**src/rtl/axis_arb_pkg.sv**
```systemverilog
// Shared types and constants for the AXI-Stream packet arbiter.
package axis_arb_pkg;

  localparam int unsigned DATA_W = 32;
  localparam int unsigned STRB_W = 4;
  localparam int unsigned KEEP_W = 4;
  localparam int unsigned USER_W = 2;
  localparam int unsigned CNT_W  = 8;

  // Default number of DRAIN cycles allowed before giving up on bk_done
  localparam logic [CNT_W-1:0] DRAIN_TIMEOUT_DEF = 8'd255;

  typedef enum logic [1:0] {
    ARB_IDLE  = 2'd0,
    ARB_XFER  = 2'd1,
    ARB_DRAIN = 2'd2
  } arb_state_e;

  // One beat of payload forwarded to the backend
  typedef struct packed {
    logic [DATA_W-1:0] data;
    logic [STRB_W-1:0] tstrb;
    logic [KEEP_W-1:0] tkeep;
    logic [USER_W-1:0] user;
  } axis_beat_t;

endpackage

```
**src/rtl/rr_pick.sv**
```systemverilog
// Combinational round-robin picker: searches from last_i+1 upward with wrap.
module rr_pick #(
  parameter int unsigned N     = 4,
  parameter int unsigned IDX_W = 2
) (
  input  logic [N-1:0]     req_i,
  input  logic [IDX_W-1:0] last_i,
  output logic [N-1:0]     win_oh_c,
  output logic [IDX_W-1:0] win_idx_c,
  output logic             any_c
);

  int unsigned      cand;
  logic [IDX_W-1:0] cand_idx;

  // First requester at or after last_i+1 (mod N) wins; last_i itself is tried last
  always_comb begin
    win_oh_c  = '0;
    win_idx_c = '0;
    any_c     = 1'b0;
    cand      = 0;
    cand_idx  = '0;
    for (int unsigned k = 1; k <= N; k++) begin
      cand = 32'(last_i) + k;
      if (cand >= N) begin
        cand = cand - N;
      end
      cand_idx = IDX_W'(cand);
      if (!any_c && req_i[cand_idx]) begin
        any_c              = 1'b1;
        win_idx_c          = cand_idx;
        win_oh_c[cand_idx] = 1'b1;
      end
    end
  end

endmodule

```
**src/rtl/axis_arbiter.sv**
```systemverilog
// Packet-level round-robin arbiter steering N_REQ AXI-Stream sources onto one backend.
module axis_arbiter
  import axis_arb_pkg::*;
#(
  parameter int unsigned      N_REQ         = 4,
  parameter logic [CNT_W-1:0] DRAIN_TIMEOUT = DRAIN_TIMEOUT_DEF
) (
  input  logic                          axi_aclk,
  input  logic                          axi_aresetn,
  input  logic [N_REQ-1:0]              req_valid,
  input  logic [N_REQ-1:0]              req_last,
  output logic [N_REQ-1:0]              req_ready,
  input  logic [N_REQ-1:0][DATA_W-1:0]  req_data,
  input  logic [N_REQ-1:0][STRB_W-1:0]  req_tstrb,
  input  logic [N_REQ-1:0][KEEP_W-1:0]  req_tkeep,
  input  logic [N_REQ-1:0][USER_W-1:0]  req_user,
  output logic                          bk_start,
  output logic [DATA_W-1:0]             bk_data,
  output logic [STRB_W-1:0]             bk_tstrb,
  output logic [KEEP_W-1:0]             bk_tkeep,
  output logic [USER_W-1:0]             bk_user,
  input  logic                          bk_nordy,
  input  logic                          bk_done,
  output logic [N_REQ-1:0]              grant,
  output logic                          busy,
  output logic                          timeout_err,
  input  logic                          err_clr
);

  localparam int unsigned IDX_W = (N_REQ > 1) ? $clog2(N_REQ) : 1;

  localparam logic [1:0] ST_IDLE  = 2'(ARB_IDLE);
  localparam logic [1:0] ST_XFER  = 2'(ARB_XFER);
  localparam logic [1:0] ST_DRAIN = 2'(ARB_DRAIN);

  localparam logic [IDX_W-1:0] LAST_RST = IDX_W'(N_REQ - 1);

  logic [1:0]       state_q, state_d;
  logic [N_REQ-1:0] grant_q, grant_d;
  logic [IDX_W-1:0] owner_q, owner_d;
  logic [IDX_W-1:0] last_q,  last_d;
  logic [CNT_W-1:0] cnt_q,   cnt_d;
  logic             err_q,   err_d;
  logic             err_set;

  logic [N_REQ-1:0] pick_oh;
  logic [IDX_W-1:0] pick_idx;
  logic             pick_any;
  axis_beat_t       beat_sel;

  rr_pick #(
    .N     (N_REQ),
    .IDX_W (IDX_W)
  ) u_pick (
    .req_i     (req_valid),
    .last_i    (last_q),
    .win_oh_c  (pick_oh),
    .win_idx_c (pick_idx),
    .any_c     (pick_any)
  );

  // State, ownership, drain counter and sticky error registers
  always_ff @(posedge axi_aclk or negedge axi_aresetn) begin
    if (!axi_aresetn) begin
      state_q <= ST_IDLE;
      grant_q <= '0;
      owner_q <= '0;
      last_q  <= LAST_RST;
      cnt_q   <= '0;
      err_q   <= 1'b0;
    end else begin
      state_q <= state_d;
      grant_q <= grant_d;
      owner_q <= owner_d;
      last_q  <= last_d;
      cnt_q   <= cnt_d;
      err_q   <= err_d;
    end
  end

  // Next-state logic plus the zero-latency pass-through of the owner's beats
  always_comb begin
    state_d   = state_q;
    grant_d   = grant_q;
    owner_d   = owner_q;
    last_d    = last_q;
    cnt_d     = cnt_q;
    err_set   = 1'b0;
    req_ready = '0;
    bk_start  = 1'b0;
    beat_sel  = '0;

    case (state_q)
      ST_IDLE: begin
        if (pick_any) begin
          state_d = ST_XFER;
          grant_d = pick_oh;
          owner_d = pick_idx;
        end
      end

      ST_XFER: begin
        // bk_done is ignored here: it signals a mid-packet backend underrun
        req_ready[owner_q] = ~bk_nordy;
        bk_start           = req_valid[owner_q] & ~bk_nordy;
        if (bk_start) begin
          beat_sel.data  = req_data[owner_q];
          beat_sel.tstrb = req_tstrb[owner_q];
          beat_sel.tkeep = req_tkeep[owner_q];
          beat_sel.user  = req_user[owner_q];
          if (req_last[owner_q]) begin
            state_d = ST_DRAIN;
            cnt_d   = '0;
          end
        end
      end

      ST_DRAIN: begin
        // cnt_q holds the number of DRAIN cycles already spent before this one
        if (bk_done) begin
          state_d = ST_IDLE;
          grant_d = '0;
          last_d  = owner_q;
        end else if (cnt_q == DRAIN_TIMEOUT - CNT_W'(1)) begin
          state_d = ST_IDLE;
          grant_d = '0;
          last_d  = owner_q;
          err_set = 1'b1;
        end else begin
          cnt_d = cnt_q + CNT_W'(1);
        end
      end

      default: begin
        state_d = ST_IDLE;
        grant_d = '0;
      end
    endcase

    // A new timeout outranks a simultaneous clear
    if (err_set) begin
      err_d = 1'b1;
    end else if (err_clr) begin
      err_d = 1'b0;
    end else begin
      err_d = err_q;
    end
  end

  assign bk_data     = beat_sel.data;
  assign bk_tstrb    = beat_sel.tstrb;
  assign bk_tkeep    = beat_sel.tkeep;
  assign bk_user     = beat_sel.user;
  assign grant       = grant_q;
  assign busy        = (state_q != ST_IDLE);
  assign timeout_err = err_q;

endmodule

```
**config.mk**
```make
export PLATFORM = sky130hd
export DESIGN_NAME = axis_arbiter
export DESIGN_NICKNAME = d
export VERILOG_FILES = /design/src/rtl/axis_arb_pkg.sv /design/src/rtl/rr_pick.sv /design/src/rtl/axis_arbiter.sv
export SDC_FILE = /design/constraint.sdc
export NUM_CORES = 1
export LEC_CHECK = 0
export ABC_CLOCK_PERIOD_IN_PS = 5000
export BUFFER_PORTS_ARGS = -buffer_cell sky130_fd_sc_hd__buf_4
export CORE_AREA = 2 2 91 93
export DETAILED_ROUTE_END_ITERATION = 16
export DIE_AREA = 0 0 93 95
export GPL_TIMING_DRIVEN = 0
export MAX_ROUTING_LAYER = met4
export PLACE_DENSITY = 0.82
export SYNTH_ARGS = -nofsm -noshare
export SYNTH_HDL_FRONTEND = slang
export SYNTH_SLANG_ARGS = --single-unit
```
**constraint.sdc**
```tcl
create_clock -name axi_aclk -period 5 [get_ports axi_aclk]
set_clock_uncertainty 0.2 [all_clocks]
set_input_delay 0.5 -clock axi_aclk [delete_from_list [all_inputs] [get_ports axi_aclk]]
set_output_delay 0.5 -clock axi_aclk [all_outputs]
set_load 0.01 [all_outputs]
```
After elaboration in Yosys (flattened, before gate mapping)
Index checks and enable logic that the tools add are counted.
{"block": "totals", "n_memories": 0, "out_inout_bits": 53, "mem_bits_rw": 0, "romBits": 0, "elab_cells": 138, "regBits": 19, "input_bits": 181, "latchBits": 0}
{"block": "op_classes", "addsub": 9, "n_lt_le_gt_ge": 14, "n_eq_ne": 9, "multipliers": 0, "shifts": 0, "n_reduce_logical": 21, "muxes": 72, "bitwise_logic": 7, "div_mod_pow": 0}
{"op": "42-bit two-way mux", "count": 2}
{"op": "32-bit binary-select mux with 2-bit select", "count": 1}
{"op": "4-bit two-way mux", "count": 10}
{"op": "2-bit two-way mux", "count": 16}
{"op": "32-bit two-way mux", "count": 1}
{"op": "8-bit two-way mux", "count": 4}
{"op": "1-bit two-way mux", "count": 21}
{"op": "4-bit binary-select mux with 2-bit select", "count": 2}
{"op": "8-bit case mux with 2 select lines", "count": 1}
{"op": "2-bit by 3-bit less-than comparator with 1-bit output, second input constant", "count": 5}
{"op": "1-bit binary-select mux with 2-bit select", "count": 6}
{"op": "4-bit bitwise OR", "count": 3}
{"op": "4-bit case mux with 3 select lines", "count": 1}
{"op": "1-bit demux with 2-bit select", "count": 5}
{"op": "2-bit by 1-bit >= comparator with 1-bit output, second input constant", "count": 5}
{"op": "2-bit inequality test, second input constant", "count": 5}
{"op": "3-bit >= comparator, second input constant", "count": 3}
{"op": "8-bit by 1-bit adder with 8-bit output, second input constant", "count": 1}
{"op": "8-bit equality test, second input constant", "count": 1}
{"op": "1-bit logical AND", "count": 8}
{"op": "2-bit nonzero test", "count": 4}
{"op": "2-bit by 1-bit subtractor with 2-bit output, second input constant", "count": 4}
{"op": "2-bit by 2-bit adder with 3-bit output, second input constant", "count": 2}
{"op": "2-bit case mux with 3 select lines", "count": 1}
{"op": "other kinds (16)", "count": 20}

Longest topological paths before layout
Gate-level depths: netlist (run 1).
{"block": "logic_depth", "ltp_word": 17, "mapped_depth": 9, "mapped_depth_nobuf": 7}

Hierarchy
From an unflattened synthesis (run 1), not the netlist that was laid out.
{"block": "hier_totals", "cells_unflattened": 280, "hier_area_um2": 2915.3}
{"module": "axis_arbiter", "seq_area_each_um2": 478.0, "cells_each": 212, "area_each_um2": 2389.8, "instances": 1}
{"module": "rr_pick", "seq_area_each_um2": 0.0, "cells_each": 68, "area_each_um2": 525.5, "instances": 1}

Worst setup path after synthesis (run 1)
OpenSTA, ideal clock, no wires.
{"block": "synth_path", "path_type": "register to register", "startpoint": "register last_q[0]", "endpoint": "register grant_q[0] (netlist: grant[0])", "path_slack_ps": 2237, "t_arrival_ps": 2439, "path_buffers": 1, "setup_ps": 124, "required_ps": 4676, "period_less_slack_ps": 2763, "path_stages_with_launch": 9, "path_cell_list": "dfstp_2 -> buf_6 -> inv_1 -> ha_1 -> mux4_2 -> nor2b_1 -> a221o_1 -> a22oi_1 -> o2bb2ai_1"}
{"block": "synth_via", "elab_chain_len": 17, "word_cells_on_any_way": 65, "cone_classes": "add/sub: 8; order compare: 12; eq/ne: 1; mux: 30; bitwise: 3; reduce/logical: 11"}
{"item": "from (decl)", "line_no": "axis_arbiter.sv:41", "source": "logic [IDX_W-1:0] last_q, last_d;"}
{"item": "from (signal assigned)", "line_no": "axis_arbiter.sv:75", "source": "last_q <= last_d;"}
{"item": "branches (longest 17 deep; another with 2-bit by 1-bit adder with 3-bit output)"}
{"item": "to (signal assigned)", "line_no": "axis_arbiter.sv:73", "source": "grant_q <= grant_d;"}
{"item": "to (decl)", "line_no": "axis_arbiter.sv:39", "source": "logic [N_REQ-1:0] grant_q, grant_d;"}
Parallel ways; which one is timed is not known. The select of a mux whose other input is x is not followed.
A chain may end at the register's enable or synchronous reset.

Final worst setup path (run 1)
{"block": "layout_path", "startpoint": "register owner_q[1]", "endpoint": "output bk_data[18]"}
{"block": "layout_via", "elab_chain_len": 5, "word_cells_on_any_way": 7, "cone_classes": "mux: 6; bitwise: 1"}
{"item": "from (decl)", "line_no": "axis_arbiter.sv:40", "source": "logic [IDX_W-1:0] owner_q, owner_d;"}
{"item": "from (signal assigned)", "line_no": "axis_arbiter.sv:74", "source": "owner_q <= owner_d;"}
{"item": "1-bit binary-select mux with 2-bit select", "line_no": "axis_arbiter.sv:105", "source": "bk_start = req_valid[owner_q] & ~bk_nordy;"}
{"item": "1-bit two-way mux (implied by the code)", "line_no": "axis_arbiter.sv:105"}
{"item": "1-bit bitwise AND", "line_no": "axis_arbiter.sv:105"}
{"item": "42-bit two-way mux (*)", "line_no": "axis_arbiter.sv:106", "source": "if (bk_start) begin"}
{"item": "42-bit two-way mux (*)", "line_no": "axis_arbiter.sv:93", "source": "case (state_q)"}
{"item": "to (decl)", "line_no": "axis_arbiter.sv:18", "source": "output logic [DATA_W-1:0] bk_data,"}
Mark *: on every way between the ends. The rest lies on a longest branch, timed or not. The select of a mux whose other input is x is not followed.

==> impl_metrics.py, run 1 <==
metrics = {
    "yosys": {
        "synth_edf_count": 0,
        "syn_inst": 242,
        "mappedNetlistArea_um2": 2684,
        "share_of_the_yosys_chip_area_belonging_to_registers": 0.1781,
        "synth-seq-cells": 19,
        "mapped_nets": 433,
        "yosysUniqueCellTypes": 41,
        "synthFlopType": "sky130_fd_sc_hd__dfrtp_1",
        "asyncSetResetFlopFracSynth": 1.000,
        "post_synth.cell_area_avg_um2": 11.09,
        "synth.yosys.warnings": 0,
    },
    "critical_path": {
        "worst-endpoint-arrival_ps": 2470,
        "critical_path.cell_chain": "buf_1, clkbuf_1, mux4_2, and3_1, buf_4",
        "setup.worst_path.start_class": "flop",
        "criticalPathCategory": "flop to output port",
        "worstPathMaxFanout": 10,
        "worst-path-buf-inv": 3,
        "timing.critical_path.slowest_stage_cell": "sky130_fd_sc_hd__buf_1",
        "worst_ep_required_ps": 4300,
        "cp-end-kind": "output port",
        "critical_path.top_delay_family": "buffers and inverters",
        "worst_path_largest_cell_delay_ps": 520,
        "r2r_slack_ps": 1920,
    },
    "global_routing": {
        "grt_first_pass_wirelength_um": 16450,
        "maximum_number_of_pins_on_one_net_before_global_route_repair": 20,
        "via_count_of_the_first_global_routing_pass": 3152,
        "gr-total-overflow": 0,
        "antenna_found_initial": 1,
        "aggregate_global_route_resource_usage": 0.2465,
    },
    "timing": {
        "slew-limit-headroom": 0.5820,
        "final.setup.tns_ps": 0,
        "finalSetupViolations": 0,
        "tightest_slew_ps": 627.0,
        "final.period_utilization": 0.6331,
        "hold_viol_final": 0,
        "grt_setup_unrepaired": "false",
        "max_clock_freq_mhz": 315.9,
        "whs_ps": 243.6,
        "final.min_clock_period_ps": 3166,
        "final-max-slew-violation-count": 0,
    },
    "finish": {
        "drive_gt1_frac": 0.6333,
        "flow.area_growth_from_synthesis_pct": 72.35,
        "most_common_cell_after_layout_fill_and_taps_aside": "sky130_fd_sc_hd__buf_4",
        "layout.nets": 672,
        "mostFrequentLayoutCells": "sky130_fd_sc_hd__buf_4 (234), sky130_fd_sc_hd__mux4_2 (48), sky130_fd_sc_hd__and3_1 (46), sky130_fd_sc_hd__dfrtp_1 (17)",
        "post-route-util": 0.5835,
    },
    "cts": {
        "clk_path_buf_depth": 2,
        "cts_inserted_buffers": 3,
        "number_of_h_tree_levels": 1,
        "clock_tree_from_tritoncts": "yes",
        "clock_tree_root_buffer_cell": "sky130_fd_sc_hd__clkbuf_8",
        "ctsResizeCount": 0,
        "cts.sink_count": 19,
        "clk-insertion-delay-late_ps": 260,
        "clk_pin_slew_worst_paths_ps": 80,
    },
    "place": {
        "place.port_buffers": 233,
        "finalWeightedCongestion": 0.9561,
        "place_hpwl_um": 9637,
    },
    "route": {
        "route.vias.total": 3137,
        "post_drt_wl_per_cell_um": 18.88,
        "drt_wl_total_um": 11060,
        "post_drt_via_cell_ratio": 5.353,
        "starting_drc_count_in_detailed_routing": 117,
        "detail_route.drc_violations": 0,
        "firstDrtPassIters": 4,
        "antenna_violating_nets_remaining": 0,
    },
    "power_and_ir_drop": {
        "cellPowerDensity_nw_per_um2": 381.6,
        "ir_drop_mv": 0.2245,
        "power.leakage_nw": 2.313,
    },
    "floorplanning": {
        "die_width_um": 93,
        "fp.dieArea_um2": 8835,
        "dieHeight_um": 95,
        "initial_utilization": 0.3385,
        "num_rows": 33,
        "core_area_um2": 7928,
        "top_level_ports": 234,
    },
    "status": {
        "run_status": "complete, no violations",
    },
    "worst_hold_path": {
        "worst_hold_path_type": "primary input to flop",
    },
    "run": {
        "maxCapViolations": 0,
    },
}
[synthesized netlist by cell type (3+ instances only)]
cell type	n	area share
sky130_fd_sc_hd__a221o_1	4	0.015
sky130_fd_sc_hd__o2bb2ai_1	4	0.013
sky130_fd_sc_hd__nor2b_1	5	0.012
sky130_fd_sc_hd__nand2_1	14	0.020
sky130_fd_sc_hd__clkbuf_1	14	0.020
sky130_fd_sc_hd__mux4_2	48	0.40
sky130_fd_sc_hd__nand2b_1	6	0.014
sky130_fd_sc_hd__nor2_1	12	0.017
sky130_fd_sc_hd__o21ai_0	4	0.0075
sky130_fd_sc_hd__a22oi_1	4	0.011
sky130_fd_sc_hd__buf_2	7	0.013
sky130_fd_sc_hd__ha_1	10	0.047
sky130_fd_sc_hd__mux2i_1	3	0.011
sky130_fd_sc_hd__dfrtp_1	17	0.16
sky130_fd_sc_hd__xor2_1	4	0.013
sky130_fd_sc_hd__and3_1	46	0.11
sky130_fd_sc_hd__inv_1	5	0.0070
sky130_fd_sc_hd__a21oi_1	4	0.0075
[flip-flops by register name, indices dropped and copies added (netlist names)]
| signal | count |
|---|---|
| cnt_q | 8 |
| grant | 4 |
| last_q | 2 |
| owner_q | 2 |
| state_q | 2 |
| timeout_err | 1 |
[logic make-up after synthesis]
logic type | Yosys count | synth area share
muxes | 51 | 0.4140
adders and majority gates | 10 | 0.04662
AOI/OAI and AO/OA | 29 | 0.08299
and+or+nand+nor | 100 | 0.2172
buffers and inverters | 29 | 0.04802
DFF | 19 | 0.1781
xor gates and xnor gates | 4 | 0.01305
[final cells by class]
cell class                 instances  area (um2)
timing repair buffer             234        1759
multi-input combinational        194        2077
sequential                        19       478.0
antenna                            1       2.502
clock buffer                       3       41.29
tap                              105       131.4
buffer                            24       110.1
clock inverter                     1       7.507
inverter                           5       18.77
fill                             688        3302
[power breakdown]
part	total, mW	leakage (nW)	switching [mW]	internal [mW]
combinational	1.40	2.04	0.658	0.744
sequential	0.255	0.248	0.0530	0.202
clock	0.108	0.0217	0.0522	0.0562
total	1.77	2.31	0.763	1.00
[final timing paths]
check | startpoint | cells after the start | end
worst min-delay path | err_clr | 2 | timeout_err
min in group asynchronous | axi_aresetn | 2 | grant[2]
worst max-delay path | owner_q[1] | 5 | bk_data[18]
max in group asynchronous | axi_aresetn | 2 | last_q[1]
worst max register to register | last_q[0] | 8 | grant[1]
worst min register to register | grant[3] | 1 | grant[3]
[metal layers]
metal / GRT usage / wire (um)
met2: 0.4324 / 5832
met5: - / 0
met4: 0.04779 / 160
met3: 0.06704 / 891
met1: 0.2867 / 4177
[metrics by stage]
step           area [um2]  std cells  power [mW]  setup slack [ps]
3_5_place_dp         4564        580       1.666              1920
2_1_floorplan        2684        242       1.189              2237
6_report             4626        586       1.765              1834
4_1_cts              4623        585       1.779              1813
3_3_place_gp         4564        580       1.625              1976
5_1_grt              4626        586       1.912              1666
[what timing repair did]
action | 4_1_cts | 5_1_grt
buffers inserted | 0 | 0
hold buffers | 1 | 0
endpoints found under the hold margin | 17 | 0
No activity file was read; power rests on OpenSTA's default activity.
==> inputs of run 2 (changes only) <==
ABC_CLOCK_PERIOD_IN_PS = 2750   (was 5000)
CORE_AREA = default   (was 2 2 91 93)
CORE_MARGIN = 2   (was default)
CORE_UTILIZATION = 35   (was default)
DIE_AREA = default   (was 0 0 93 95)
PLACE_DENSITY = 0.86   (was 0.82)
clock period = 2.75 ns   (was 5 ns; I/O delays follow)
==> run 2 against run 1 <==
Non-clock buffer count is 12 higher. Critical path depth grew 2. Worst hold slack worse by 240 ps. Register-to-register slack lost 1900 ps. Combinational power up 110%. Total power increased by 99%. Sequential power is 77% higher. Core utilization grew 6.6 points. Final cell count increased by 0.85%. Sequential share of layout area decreased by 0.30 points. Wire length grew 4.7%. Largest power group unchanged.
==> impl_metrics.py, run 2 (synthesized netlist as in run 1, its figures left out) <==
metrics = {
    "status": {
        "run_status": "complete, no violations",
    },
    "critical_path": {
        "worstPathMaxFanout": 7,
        "setup.worst_path.start_class": "flop",
        "timing.critical_path.slowest_stage_cell": "sky130_fd_sc_hd__dfstp_2",
        "critical_path.cell_chain": "clkinvlp_4, ha_4, mux4_2, nor2b_4, a221o_1, a22oi_1, o2bb2ai_1",
        "r2r_slack_ps": 2,
        "cp-end-kind": "flop",
        "worst_ep_required_ps": 2690,
        "worst-endpoint-arrival_ps": 2690,
        "criticalPathCategory": "flop to flop",
        "worst_path_largest_cell_delay_ps": 640,
    },
    "floorplanning": {
        "die_width_um": 91.57,
        "initial_utilization": 0.3661,
        "core_area_um2": 7331,
        "num_rows": 31,
        "top_level_ports": 234,
        "dieHeight_um": 91.57,
        "fp.dieArea_um2": 8384,
    },
    "finish": {
        "top_register": "cnt_q",
        "largest_register_ff_count": 8,
        "mostFrequentLayoutCells": "sky130_fd_sc_hd__buf_4 (248), sky130_fd_sc_hd__mux4_2 (48), sky130_fd_sc_hd__and3_1 (46), sky130_fd_sc_hd__dfrtp_1 (17), sky130_fd_sc_hd__nand2_1 (14)",
        "drive_gt1_frac": 0.6606,
        "final_cell_count_no_fill": 591,
        "diodes": 0,
        "most_common_cell_after_layout_fill_and_taps_aside": "sky130_fd_sc_hd__buf_4",
        "final.fill_count": 604,
        "post-route-util": 0.6499,
        "flow.area_growth_from_synthesis_pct": 77.53,
        "layout.nets": 684,
    },
    "cts": {
        "clk_pin_slew_worst_paths_ps": 80,
        "cts.sink_count": 19,
        "clock_tree_from_tritoncts": "yes",
        "clk_path_buf_depth": 2,
        "number_of_h_tree_levels": 1,
        "clock_tree_root_buffer_cell": "sky130_fd_sc_hd__clkbuf_8",
        "cts_inserted_buffers": 3,
        "clk-insertion-delay-late_ps": 260,
    },
    "run": {
        "maxCapViolations": 0,
    },
    "place": {
        "place.port_buffers": 233,
        "place.detailed.instances": 574,
        "place_hpwl_um": 9650,
        "finalWeightedCongestion": 0.8828,
    },
    "route": {
        "detail_route.drc_violations": 0,
        "firstDrtPassIters": 4,
        "starting_drc_count_in_detailed_routing": 103,
        "antenna_violating_nets_remaining": 0,
        "post_drt_via_cell_ratio": 5.438,
        "drt_wl_total_um": 11580,
        "post_drt_wl_per_cell_um": 19.60,
        "route.vias.total": 3214,
    },
    "power_and_ir_drop": {
        "power.leakage_nw": 2.387,
        "ir_drop_mv": 0.4982,
        "cellPowerDensity_nw_per_um2": 739.0,
    },
    "timing": {
        "final-max-slew-violation-count": 0,
        "final.period_utilization": 0.9992,
        "max_clock_freq_mhz": 363.9,
        "finalSetupViolations": 0,
        "slew-limit-headroom": 0.5965,
        "hold_viol_final": 0,
        "final.min_clock_period_ps": 2748,
        "final.setup.tns_ps": 0,
        "tightest_slew_ps": 605.3,
        "whs_ps": 8.140,
    },
    "global_routing": {
        "gr-total-overflow": 0,
        "via_count_of_the_first_global_routing_pass": 3317,
        "aggregate_global_route_resource_usage": 0.2711,
        "antenna_found_initial": 0,
        "grt_first_pass_wirelength_um": 17410,
        "maximum_number_of_pins_on_one_net_before_global_route_repair": 20,
    },
    "worst_hold_path": {
        "worst_hold_path_type": "primary input to flop",
    },
}
==> run 2: timing repair <==
| action | 4_1_cts | 5_1_grt |
|---|---|---|
| pin swaps | 1 | 1 |
| hold buffers | 1 | 0 |
| setup buffers | 4 | 8 |
| resized for setup | 9 | 9 |
| endpoints found under the hold margin | 19 | 0 |
| endpoints found under the setup margin | 30 | 41 |
==> run 2: metal layers <==
layer / up-vias / GRT usage / part of all wire
met5: - / - / 0
met4: 0 / 0.06818 / 0.026
met3: 30 / 0.04398 / 0.076
met2: 162 / 0.4638 / 0.51
met1: 1552 / 0.3348 / 0.39
li1: 1470 / - / -
==> run 2: final cells by class <==
class	instances	area (um2)	share of cell area
Buffer	24	130.1	0.02731
Clock inverter	1	5.005	0.001050
Tap cell	99	123.9	0.02600
Sequential cell	19	478.0	0.1003
Clock buffer	3	41.29	0.008666
Inverter	5	26.28	0.005515
Timing Repair Buffer	246	1849	0.3881
Multi-Input combinational cell	194	2111	0.4430
==> run 2: metrics by stage <==
step / area, um2 / power [mW] / worst slack [ps]
after floorplan: 2696 / 2.186 / 52.06
after global placement: 4569 / 2.965 / -151.7
after detailed placement: 4569 / 3.054 / -200.5
after CTS: 4683 / 3.365 / 1.772
after global routing: 4765 / 3.771 / -19.50
final: 4765 / 3.521 / 2.241
==> run 2: worst max-delay path: cells and delay by family (launching register included) <==
family	cells	cell delay, ps
buffers and inverters	1	150
AND/OR/NAND/NOR	1	180
flip-flops	1	640
AO/OA/AOI/OAI	3	590
adder cells (fa/ha/maj)	1	300
multiplexers	1	560
==> run 2: where the power goes <==
group / switching, mW / internal [mW]
combinational: 1.33 / 1.54
sequential: 0.0836 / 0.367
clock: 0.101 / 0.101
total: 1.52 / 2.00
==> run 2: final timing paths <==
check / start / endpoint / cells after the start
max in group asynchronous: axi_aresetn / last_q[1] / 2
min in group asynchronous: axi_aresetn / cnt_q[7] / 2
worst max-delay path: last_q[1] / grant[0] / 7
worst min register to register: grant[3] / grant[3] / 1
worst min-delay path: err_clr / timeout_err / 2
worst max register to register: last_q[1] / grant[0] / 7
